[src/rtl/icache_dm_pkg.sv]
// Shared widths, state encodings and defaults for the direct-mapped
// instruction cache.
package icache_dm_pkg;

  localparam int REG_BUS_W   = 32;
  localparam int INST_ADDR_W = 32;

  localparam int IC_LINES = 16;
  localparam int IC_IDX_W = 4;

  localparam logic [INST_ADDR_W-1:0] IC_ALIGN_MASK = 32'hFFFF_FFFC;

  typedef enum logic [1:0] {
    IC_IDLE   = 2'd0,
    IC_REFILL = 2'd1,
    IC_DONE   = 2'd2
  } ic_state_e;

endpackage

[src/rtl/icache_ram.sv]
// Tag+data storage: one combinational read port, one synchronous
// write port. Contents are not reset; validity lives in the cache top.
module icache_ram
  import icache_dm_pkg::*;
#(
  parameter int LINES = IC_LINES,
  parameter int IDX_W = IC_IDX_W,
  parameter int TAG_W = 30 - IC_IDX_W
) (
  input  logic                 clk,
  input  logic                 we_i,
  input  logic [IDX_W-1:0]     waddr_i,
  input  logic [TAG_W-1:0]     wtag_i,
  input  logic [REG_BUS_W-1:0] wdata_i,
  input  logic [IDX_W-1:0]     raddr_i,
  output logic [TAG_W-1:0]     rtag_o,
  output logic [REG_BUS_W-1:0] rdata_o
);

  logic [TAG_W+REG_BUS_W-1:0] mem_q [LINES];

  always_ff @(posedge clk) begin
    if (we_i) begin
      mem_q[waddr_i] <= {wtag_i, wdata_i};
    end
  end

  assign {rtag_o, rdata_o} = mem_q[raddr_i];

endmodule

[src/rtl/icache_dm.sv]
// Direct-mapped one-word-line instruction cache with a blocking
// IDLE/REFILL/DONE miss handler and a saturating miss counter.
module icache_dm
  import icache_dm_pkg::*;
#(
  parameter int LINES = IC_LINES,
  parameter int IDX_W = IC_IDX_W
) (
  input  logic                   clk,
  input  logic                   rst,
  input  logic                   rom_ce_i,
  input  logic [INST_ADDR_W-1:0] rom_addr_i,
  output logic [REG_BUS_W-1:0]   rom_data_o,
  output logic                   stallreq_o,
  input  logic                   inv_i,
  output logic                   mem_req_o,
  output logic [INST_ADDR_W-1:0] mem_addr_o,
  input  logic                   mem_ack_i,
  input  logic [REG_BUS_W-1:0]   mem_data_i,
  output logic [31:0]            miss_cnt_o
);

  localparam int TAG_W = 30 - IDX_W;

  ic_state_e              state_q;
  logic [LINES-1:0]       valid_q;
  logic                   mem_req_q;
  logic [INST_ADDR_W-1:0] mem_addr_q;
  logic [31:0]            miss_cnt_q;
  logic                   drop_q;

  logic [IDX_W-1:0]     idx;
  logic [TAG_W-1:0]     tag;
  logic [IDX_W-1:0]     w_idx;
  logic [TAG_W-1:0]     w_tag;
  logic [TAG_W-1:0]     rd_tag;
  logic [REG_BUS_W-1:0] rd_data;
  logic                 hit;
  logic                 miss;
  logic                 refill_ack;
  logic                 unused_addr;

  assign idx   = rom_addr_i[IDX_W+1:2];
  assign tag   = rom_addr_i[31:IDX_W+2];
  assign w_idx = mem_addr_q[IDX_W+1:2];
  assign w_tag = mem_addr_q[31:IDX_W+2];

  assign unused_addr = ^rom_addr_i[1:0];

  assign hit = rom_ce_i & valid_q[idx]
             & (rd_tag == tag)
             & (state_q == IC_IDLE);
  assign miss = rom_ce_i & ~hit
              & (state_q == IC_IDLE);
  assign refill_ack = (state_q == IC_REFILL)
                    & mem_ack_i;

  assign rom_data_o = hit ? rd_data : '0;
  // Gated by rst so a held fetch does not stall the pipe in reset
  assign stallreq_o = rst
                    & ((state_q != IC_IDLE) | miss);

  assign mem_req_o  = mem_req_q;
  assign mem_addr_o = mem_addr_q;
  assign miss_cnt_o = miss_cnt_q;

  icache_ram #(
    .LINES (LINES),
    .IDX_W (IDX_W),
    .TAG_W (TAG_W)
  ) u_ram (
    .clk     (clk),
    .we_i    (refill_ack),
    .waddr_i (w_idx),
    .wtag_i  (w_tag),
    .wdata_i (mem_data_i),
    .raddr_i (idx),
    .rtag_o  (rd_tag),
    .rdata_o (rd_data)
  );

  always_ff @(posedge clk or negedge rst) begin
    if (!rst) begin
      state_q    <= IC_IDLE;
      valid_q    <= '0;
      mem_req_q  <= 1'b0;
      mem_addr_q <= '0;
      miss_cnt_q <= '0;
      drop_q     <= 1'b0;
    end else begin
      unique case (state_q)
        IC_IDLE: begin
          drop_q <= 1'b0;
          if (miss) begin
            state_q    <= IC_REFILL;
            mem_req_q  <= 1'b1;
            mem_addr_q <= rom_addr_i & IC_ALIGN_MASK;
            if (miss_cnt_q != 32'hFFFF_FFFF) begin
              miss_cnt_q <= miss_cnt_q + 32'd1;
            end
          end
        end
        IC_REFILL: begin
          if (inv_i) begin
            drop_q <= 1'b1;
          end
          if (mem_ack_i) begin
            mem_req_q <= 1'b0;
            state_q   <= IC_DONE;
          end
        end
        IC_DONE: begin
          state_q <= IC_IDLE;
        end
        default: begin
          state_q <= IC_IDLE;
        end
      endcase
      // Invalidate wins over a coincident fill
      if (inv_i) begin
        valid_q <= '0;
      end else if (refill_ack && !drop_q) begin
        valid_q[w_idx] <= 1'b1;
      end
    end
  end

endmodule

[config.mk]
export PLATFORM = sky130hd
export DESIGN_NAME = icache_dm
export DESIGN_NICKNAME = d
export VERILOG_FILES = /design/src/rtl/icache_dm_pkg.sv /design/src/rtl/icache_ram.sv /design/src/rtl/icache_dm.sv
export SDC_FILE = /design/constraint.sdc
export NUM_CORES = 1
export LEC_CHECK = 0
export ABC_AREA = 1
export BUFFER_PORTS_ARGS = -buffer_cell sky130_fd_sc_hd__buf_4
export CORE_ASPECT_RATIO = 0.7
export CORE_MARGIN = 2
export CORE_UTILIZATION = 30
export CTS_BUF_LIST = sky130_fd_sc_hd__clkbuf_16
export DETAILED_ROUTE_END_ITERATION = 6
export GPL_TIMING_DRIVEN = 1
export PLACE_DENSITY = 0.42
export RECOVER_POWER = 100
export SLEW_MARGIN = 20
export SYNTH_ARGS = -nofsm -noshare
export SYNTH_HDL_FRONTEND = slang
export SYNTH_HIERARCHICAL = 1
export SYNTH_SLANG_ARGS = --single-unit
[constraint.sdc]
create_clock -name clk -period 5.65 [get_ports clk]
set_input_delay 0.2825 -clock clk [delete_from_list [all_inputs] [get_ports clk]]
set_output_delay 0.2825 -clock clk [all_outputs]
set_load 0.005 [all_outputs]
==> results of run 1 <==
[placed cells by master, fill, tap and decap left out, types with 3 or more instances in the layout]
cell type,Yosys,layout
clkbuf_1,23,73
clkinv_1,0,23
nor2_4,0,6
clkinv_2,0,16
a21oi_1,18,18
buf_4,35,56
bufinv_16,0,4
xnor2_1,7,7
dlygate4sd3_1,0,63
inv_16,0,3
inv_1,819,846
nor4_1,9,9
clkbuf_2,0,15
edfxtp_1,928,928
dfrtp_1,82,82
clkbuf_16,0,110
nand3b_1,3,3
o21ai_0,8,30
buf_12,0,7
xor2_1,26,26
nor3_1,12,12
nand3_1,733,733
nand4_1,19,19
nor2_1,105,98
nand2_1,1497,1497
clkbuf_4,0,71
[final cells by class]
class                           instances  area, um^2  area share
Sequential cell                      1010       29900       0.581
Multi-Input combinational cell       2474       10600       0.206
Inverter                              823        3120      0.0606
Clock buffer                          110        2750      0.0535
Tap cell                             1980        2480      0.0481
Timing Repair Buffer                  288        2110      0.0411
Clock inverter                         78         475     0.00923
Antenna cell                            2        5.00   0.0000972
[state kept, by name (all words and copies together) (netlist names)]
register     cells
miss_cnt_o      32
mem_req_o        1
valid_q         16
u_ram/mem_q    928
state_q          2
mem_addr_o      30
drop_q           1
[stage by stage]
stage          hold slack, ps  instance area, um^2  utilization  setup WS, ps  instances
6_report                 92.8                51500        0.347           721       6765
5_1_grt                  87.2                51500        0.347           531       6764
4_1_cts                  6.43                51900        0.350          1160       6763
3_5_place_dp              276                48100        0.324          1240       6512
3_3_place_gp              277                48100        0.324          1160       6512
2_1_floorplan           -13.1                44900            -          1840       4520
[worst max path at each step]
| stage | endpoint | start | depth (start not counted) | slack, ps |
|---|---|---|---|---|
| floorplan | u_ram/mem_q[12][0]$_DFFE_PP_ | state_q[1]$_DFFE_PN0P_ | 5 | 1840 |
| global placement | rom_data_o[31] | rom_addr_i[2] | 18 | 1160 |
| detailed placement | rom_data_o[31] | rom_addr_i[2] | 18 | 1240 |
| CTS | rom_data_o[31] | rom_addr_i[4] | 16 | 1160 |
| global route | mem_addr_o[12]$_DFFE_PN0P_ | rst | 3 | 530 |
| finish | u_ram/mem_q[6][44]$_DFFE_PP_ | state_q[1]$_DFFE_PN0P_ | 6 | 720 |
[tightest hold or removal path, stage by stage]
cell	delay [ps]
buf_8	180
inv_2	190
o21ai_0	110
[per-layer routing]
metal / GRT usage / vias up / routed length [um]
li1: - / 14800 / -
met1: 0.255 / 14700 / 65800
met3: 0.0285 / 164 / 5310
met4: 0.0355 / 4 / 2530
met5: 0 / - / 24
met2: 0.265 / 543 / 58700
[logic make-up (layout without fill, tap and decap cells)]
kind of cell             count (synthesis)  count (layout)  synth area share
XOR/XNOR                                33              33           0.00644
AND/OR/NAND/NOR                       2385            2385             0.223
other                                    1               4         0.0000835
flip-flops                            1010            1010             0.666
adder cells (fa/ha/maj)                  1               1          0.000279
buffers and inverters                 1036            1299            0.0980
AO/OA/AOI/OAI                           53              53           0.00616
[power by group through the flow]
stage,registers [mW],logic [mW],clock network (mW)
final,9.41,1.69,6.69
after global placement,9.57,1.79,0
after floorplan,9.36,0.929,0
after detailed placement,9.58,1.79,0
after CTS,9.42,1.84,6.90
after global routing,9.49,1.90,7.18
==> metrics.csv, run 1 <==
stage;metric;value;unit
run_status;status;finished, violations left;
run_status;failing checks;capacitance limit, slew limit;
pwr;Tot Pwr;17.8;mW
pwr;Leakage Power;22.2;nW
worst_hold_path;worst hold stages;3;
setup_path;CP arrival;5270;ps
pwr;peak supply drop;0.219;mV
setup_path;Buf+Inv Stages, Crit Path;2;
clocking;clk_lat worst skew;730;ps
detailed_routing;vias per cell;4.47;
global_routing;largest net degree at the start of global routing;164;
global_routing;first-pass GRT wire length;196;mm
pwr;Sequential Power Share;0.529;
detailed_routing;wire per inst;19.6;um
die;core box area;148000;um^2
timing;clk_skew;32.0;ps
run;total of max-cap violations;28;
synthesis;post-synthesis sequential area ratio;0.666;
setup_path;Worst setup EP type;flop;
worst_hold_path;hold endpoint;mem_addr_o[2]$_DFFE_PN0P_;
die;Die Width;466;um
timing;final setup fails;0;
global_routing;vias in the first global route;28500;
setup_path;Max stage delay on crit path;2350;ps
cells_and_area;nets;4772;
clocking;Post-CTS Hold Fix Bufs;63;
worst_hold_path;Hold Startpoint;rom_addr_i[2];
placed_design;GPL Wtd Cong;0.848;
clocking;post-CTS resize count;0;
timing;Final TNS setup;0;ps
cells_and_area;# fillers;15100;
timing;RSZ-0062 raised after global routing;false;
timing;max_slew headroom;-1.31;
clocking;TritonCTS Buffers;105;
detailed_routing;DRC;0;
detailed_routing;DR iter-0 viols;2372;
die;Die H;328;um
setup_path;critical path class;reg2reg;
setup_path;WP data required;6000;ps
setup_path;endpoint of the worst-slack reg-to-reg timing path;u_ram/mem_q[6][44]$_DFFE_PP_;
pwr;clock power share;0.376;
synthesis;Cells after Synth;4519;
placed_design;DP Wirelength;70.1;mm
setup_path;CP Max Fanout;23;
clocking;Worst-path clk slew;60;ps
setup_path;CP max stage cell;nor2_1;
clocking;CTS Root Cell;clkbuf_16;
global_routing;initial antenna violation count;4;
setup_path;delay-heaviest family, CP;simple AND/OR/NAND/NOR gates;
die;Initial Util;0.303;
synthesis;Post-synth EDFFs;928;
synthesis;async set-reset flop share out of synthesis;0.0812;
synthesis;cell accounting for the most synthesized area;edfxtp_1;
worst_hold_path;Hold WC Path Type;in2reg;
detailed_routing;ANT nets after route;0;
synthesis;count leader, synth;nand2_1;
synthesis;top cell type's share of synthesized area;0.621;
setup_path;CP dominant cell by count;nor2_1;
detailed_routing;via count;30200;
cells_and_area;proportion of layout cells with a drive suffix above 1;0.0638;
setup_path;worst r2r src;state_q[1]$_DFFE_PN0P_;
global_routing;GRT Overall Usage;0.172;
pwr;Internal;13.0;mW
pwr;combinational share of power;0.095;
clocking;Max H-tree Level;3;
synthesis;FF+latch count, synth;1010;
synthesis;Ys Warns;6;
setup_path;Setup crit start kind;flop;
die;# IOs;167;
synthesis;synthesized cell area;44900;um^2
pwr;P_sw;4.76;mW
global_routing;GR Overflow Total;0;
pwr;PD cells;346;nW/um^2
clocking;Post-CTS Setup Bufs;0;
setup_path;crit path cell chain;nor2_1 > inv_1 > nor2_1 > nand3b_1 > nor2_1 > clkbuf_2;
timing;max-slew violations;752;
synthesis;Cell variety after synth;34;
detailed_routing;final wirelength;132;mm
pwr;Switching Fraction;0.268;
synthesis;Main synth FF type;edfxtp_1;
clocking;Max clock buf depth;3;
synthesis;top cells by area, synth;edfxtp_1, nand2_1, nand3_1;
synthesis;Syn Area/Cell;9.93;um^2
timing;crit share post-route;0.872;
timing;Final Hold Fails;0;
cells_and_area;area growth from synthesis to layout;14.7;%
timing;Final min period;4930;ps
die;Rows;118;
setup_path;Reg2Reg Depth;6;
setup_path;Reg2Reg Setup Slack;720;ps
clocking;CTS tree;done;
detailed_routing;DR pass1 iterations;5;
timing;Slew @ Worst Pin;3470;ps
placed_design;Port-buffer cells;162;
synthesis;most frequent cells after synthesis;nand2_1, edfxtp_1, inv_1;
timing;fmax;203;MHz
die;area of the die;153000;um^2
clocking;CTS sink count;1010;
(Power assumes the default switching activity.)
==> run 2, diff against run 1 <==
--- a/config.mk
+++ b/config.mk
@@ -5,15 +5,14 @@
 export SDC_FILE = /design/constraint.sdc
 export NUM_CORES = 1
 export LEC_CHECK = 0
-export ABC_AREA = 1
+export ABC_AREA = 0
 export BUFFER_PORTS_ARGS = -buffer_cell sky130_fd_sc_hd__buf_4
 export CORE_ASPECT_RATIO = 0.7
 export CORE_MARGIN = 2
-export CORE_UTILIZATION = 30
+export CORE_UTILIZATION = 50
 export CTS_BUF_LIST = sky130_fd_sc_hd__clkbuf_16
 export DETAILED_ROUTE_END_ITERATION = 6
-export GPL_TIMING_DRIVEN = 1
-export PLACE_DENSITY = 0.42
+export PLACE_DENSITY = 0.64
 export RECOVER_POWER = 100
 export SLEW_MARGIN = 20
 export SYNTH_ARGS = -nofsm -noshare
==> run 2 against run 1 <==
Die area fell by 47%. Sequential share of layout area rose by 8.7 points. The flow still finishes with violations (capacitance limit, slew limit). First-iteration DRC count fell by 21%. Combinational power fell by 21%. Final cell count fell by 52%. Critical endpoint is now u_ram/mem_q[0][23]$_DFFE_PP_. Clock skew rose by 1.6 ps. Synthesized area fell by 13%.
==> metrics.csv, run 2 <==
stage;metric;value;unit
synthesis;post-synthesis sequential area ratio;0.766;
timing;Setup WS post-layout;652;ps
synthesis;Post-synth EDFFs;928;
synthesis;Cells after Synth;1810;
cells_and_area;proportion of layout cells with a drive suffix above 1;0.249;
synthesis;Ys Warns;6;
pwr;Sequential Power Share;0.562;
cells_and_area;nets;2168;
detailed_routing;vias per cell;5.95;
clocking;Max clock buf depth;3;
clocking;CTS sink count;1010;
synthesis;async set-reset flop share out of synthesis;0.0812;
global_routing;initial antenna violation count;3;
detailed_routing;DRC;0;
clocking;clk_lat worst skew;660;ps
timing;Final TNS setup;0;ps
setup_path;Worst setup EP type;flop;
setup_path;crit path cell chain;nand2b_1 > nor2_1 > or3b_2 > nor3_1 > clkbuf_1 > buf_4;
timing;Slew @ Worst Pin;3830;ps
synthesis;Main synth FF type;edfxtp_1;
timing;crit share post-route;0.885;
die;area of the die;80500;um^2
die;# IOs;167;
setup_path;critical path class;reg2reg;
clocking;CTS tree;done;
detailed_routing;final wirelength;88.4;mm
die;Die Width;338;um
setup_path;worst r2r src;state_q[1]$_DFFE_PN0P_;
detailed_routing;wire per inst;27.5;um
global_routing;GR Overflow Total;0;
setup_path;CP Max Fanout;32;
synthesis;count leader, synth;edfxtp_1;
timing;Final Hold Fails;0;
run_status;status;finished, violations left;
die;core box area;77100;um^2
clocking;Max H-tree Level;3;
global_routing;first-pass GRT wire length;130;mm
die;Initial Util;0.507;
worst_hold_path;hold endpoint;state_q[0]$_DFFE_PN0P_;
synthesis;top cell type's share of synthesized area;0.713;
detailed_routing;DR iter-0 viols;1876;
run_status;failing checks;capacitance limit, slew limit;
global_routing;largest net degree at the start of global routing;70;
detailed_routing;ANT nets after route;0;
cells_and_area;Largest register FFs;928;
setup_path;Reg2Reg Depth;6;
pwr;peak supply drop;0.240;mV
synthesis;cell accounting for the most synthesized area;edfxtp_1;
setup_path;CP max stage cell;clkbuf_1;
timing;final setup fails;0;
placed_design;Port-buffer cells;162;
cells_and_area;area growth from synthesis to layout;14.7;%
setup_path;CP arrival;5270;ps
timing;clk_skew;33.6;ps
timing;max_slew headroom;-1.56;
setup_path;endpoint of the worst-slack reg-to-reg timing path;u_ram/mem_q[0][23]$_DFFE_PP_;
clocking;CTS Root Cell;clkbuf_16;
pwr;combinational share of power;0.079;
setup_path;Buf+Inv Stages, Crit Path;2;
synthesis;Cell variety after synth;46;
synthesis;synthesized cell area;39100;um^2
placed_design;DP Wirelength;47.6;mm
pwr;clock power share;0.360;
setup_path;Setup crit start kind;flop;
clocking;Worst-path clk slew;60;ps
pwr;Leakage Power;14.8;nW
detailed_routing;DR pass1 iterations;5;
die;Die H;238;um
pwr;PD cells;376;nW/um^2
detailed_routing;via count;19200;
cells_and_area;Top reg by flops;u_ram/mem_q;
timing;max-slew violations;669;
cells_and_area;most common cell after layout, fill and taps aside;edfxtp_1;
setup_path;delay-heaviest family, CP;buffers and inverters;
timing;hold slack;368;ps
pwr;Internal;12.9;mW
worst_hold_path;Hold Startpoint;mem_ack_i;
run;total of max-cap violations;23;
pwr;Switching Fraction;0.235;
clocking;Post-CTS Setup Bufs;0;
worst_hold_path;Hold WC Path Type;in2reg;
global_routing;GRT Overall Usage;0.222;
timing;Final min period;5000;ps
synthesis;top cells by area, synth;edfxtp_1, mux4_2, dfrtp_1;
clocking;post-CTS resize count;0;
placed_design;Placement Setup Slack;1200;ps
placed_design;GPL Wtd Cong;0.767;
setup_path;Max stage delay on crit path;2120;ps
clocking;TritonCTS Buffers;95;
synthesis;most frequent cells after synthesis;edfxtp_1, mux4_2, a22oi_1;
worst_hold_path;worst hold stages;3;
global_routing;vias in the first global route;19600;
clocking;Post-CTS Hold Fix Bufs;63;
timing;fmax;200;MHz
die;Rows;85;
pwr;P_sw;3.96;mW
synthesis;FF+latch count, synth;1010;
cells_and_area;most frequent cells in the layout;edfxtp_1, mux4_2, a22oi_1, clkbuf_16, dfrtp_1;
setup_path;Reg2Reg Setup Slack;650;ps
setup_path;WP data required;5930;ps
synthesis;Syn Area/Cell;21.6;um^2
timing;RSZ-0062 raised after global routing;false;
[run 2: cell types whose count changed after synthesis, sizes merged, moves of 16 or more]
cell	change
xor2	+30
nand3	-724
inv	-818
nand2	-1424
clkbuf	+16
o21ai	-28
nand4	-17
nor2	-70
mux2	+33
and2	+33
a22oi	+116
mux4	+236
buf	-132
[run 2: worst register-to-register path, stage by stage, from the launching register on]
cell,delay (ps)
dfrtp_1,420
nand2b_1,210
nor2_1,350
or3b_2,560
nor3_1,170
clkbuf_1,2120
buf_4,750
[run 2: how the worst max path moves through the flow]
stage | from | endpoint | slack [ps] | cells past startpoint
2_1_floorplan | state_q[1]$_DFFE_PN0P_ | u_ram/mem_q[12][0]$_DFFE_PP_ | 220 | 4
3_3_place_gp | rom_addr_i[2] | mem_addr_o[31]$_DFFE_PN0P_ | 1190 | 12
3_5_place_dp | rom_addr_i[2] | rom_data_o[4] | 1200 | 12
4_1_cts | rom_addr_i[5] | rom_data_o[4] | 980 | 13
5_1_grt | state_q[1]$_DFFE_PN0P_ | u_ram/mem_q[7][18]$_DFFE_PP_ | 480 | 5
6_report | state_q[1]$_DFFE_PN0P_ | u_ram/mem_q[0][23]$_DFFE_PP_ | 650 | 6
[run 2: cells by family (layout without fill, tap and decap cells)]
logic type,after synthesis,in the layout,share of synthesized area
buffers and inverters,102,466,0.0146
AO/OA/AOI/OAI,138,138,0.0258
adder cells (fa/ha/maj),1,1,0.000320
XOR/XNOR,57,57,0.0128
other,1,3,0.0000960
AND/OR/NAND/NOR,231,231,0.0322
multiplexers,270,270,0.149
flip-flops,1010,1010,0.766
[run 2: per-stage QoR]
step	instance area (um^2)	cells	util	power [mW]
floorplan	39100	1811	-	10.2
global route	44800	3220	0.581	17.5
finish	44800	3220	0.581	16.9
CTS	45400	3219	0.588	17.2
detailed placement	41800	2982	0.542	11.1
global placement	41800	2982	0.542	11.0
[run 2: per-layer routing]
metal  track usage  wire (um)  vias up
met5             0          0        -
met4        0.0542       1720        0
met1         0.326      38800    10300
met3        0.0390       5550      114
li1              -          -     8116
met2         0.352      42400      598
[run 2: power by group through the flow]
stage / clock (mW) / combinational (mW) / sequential (mW)
CTS: 6.21 / 1.52 / 9.48
global placement: 0 / 1.45 / 9.57
global route: 6.49 / 1.44 / 9.55
detailed placement: 0 / 1.48 / 9.64
finish: 6.07 / 1.33 / 9.48
floorplan: 0 / 0.793 / 9.45
[run 2: layout make-up]
type | instances | area (um^2)
Clock inverter | 76 | 509
Fill cell | 5662 | 32300
Tap cell | 1044 | 1310
Clock buffer | 98 | 2450
Timing Repair Buffer | 287 | 2150
Sequential cell | 1010 | 29900
Antenna cell | 1 | 2.50
Multi-Input combinational cell | 699 | 8450
Inverter | 5 | 18.8
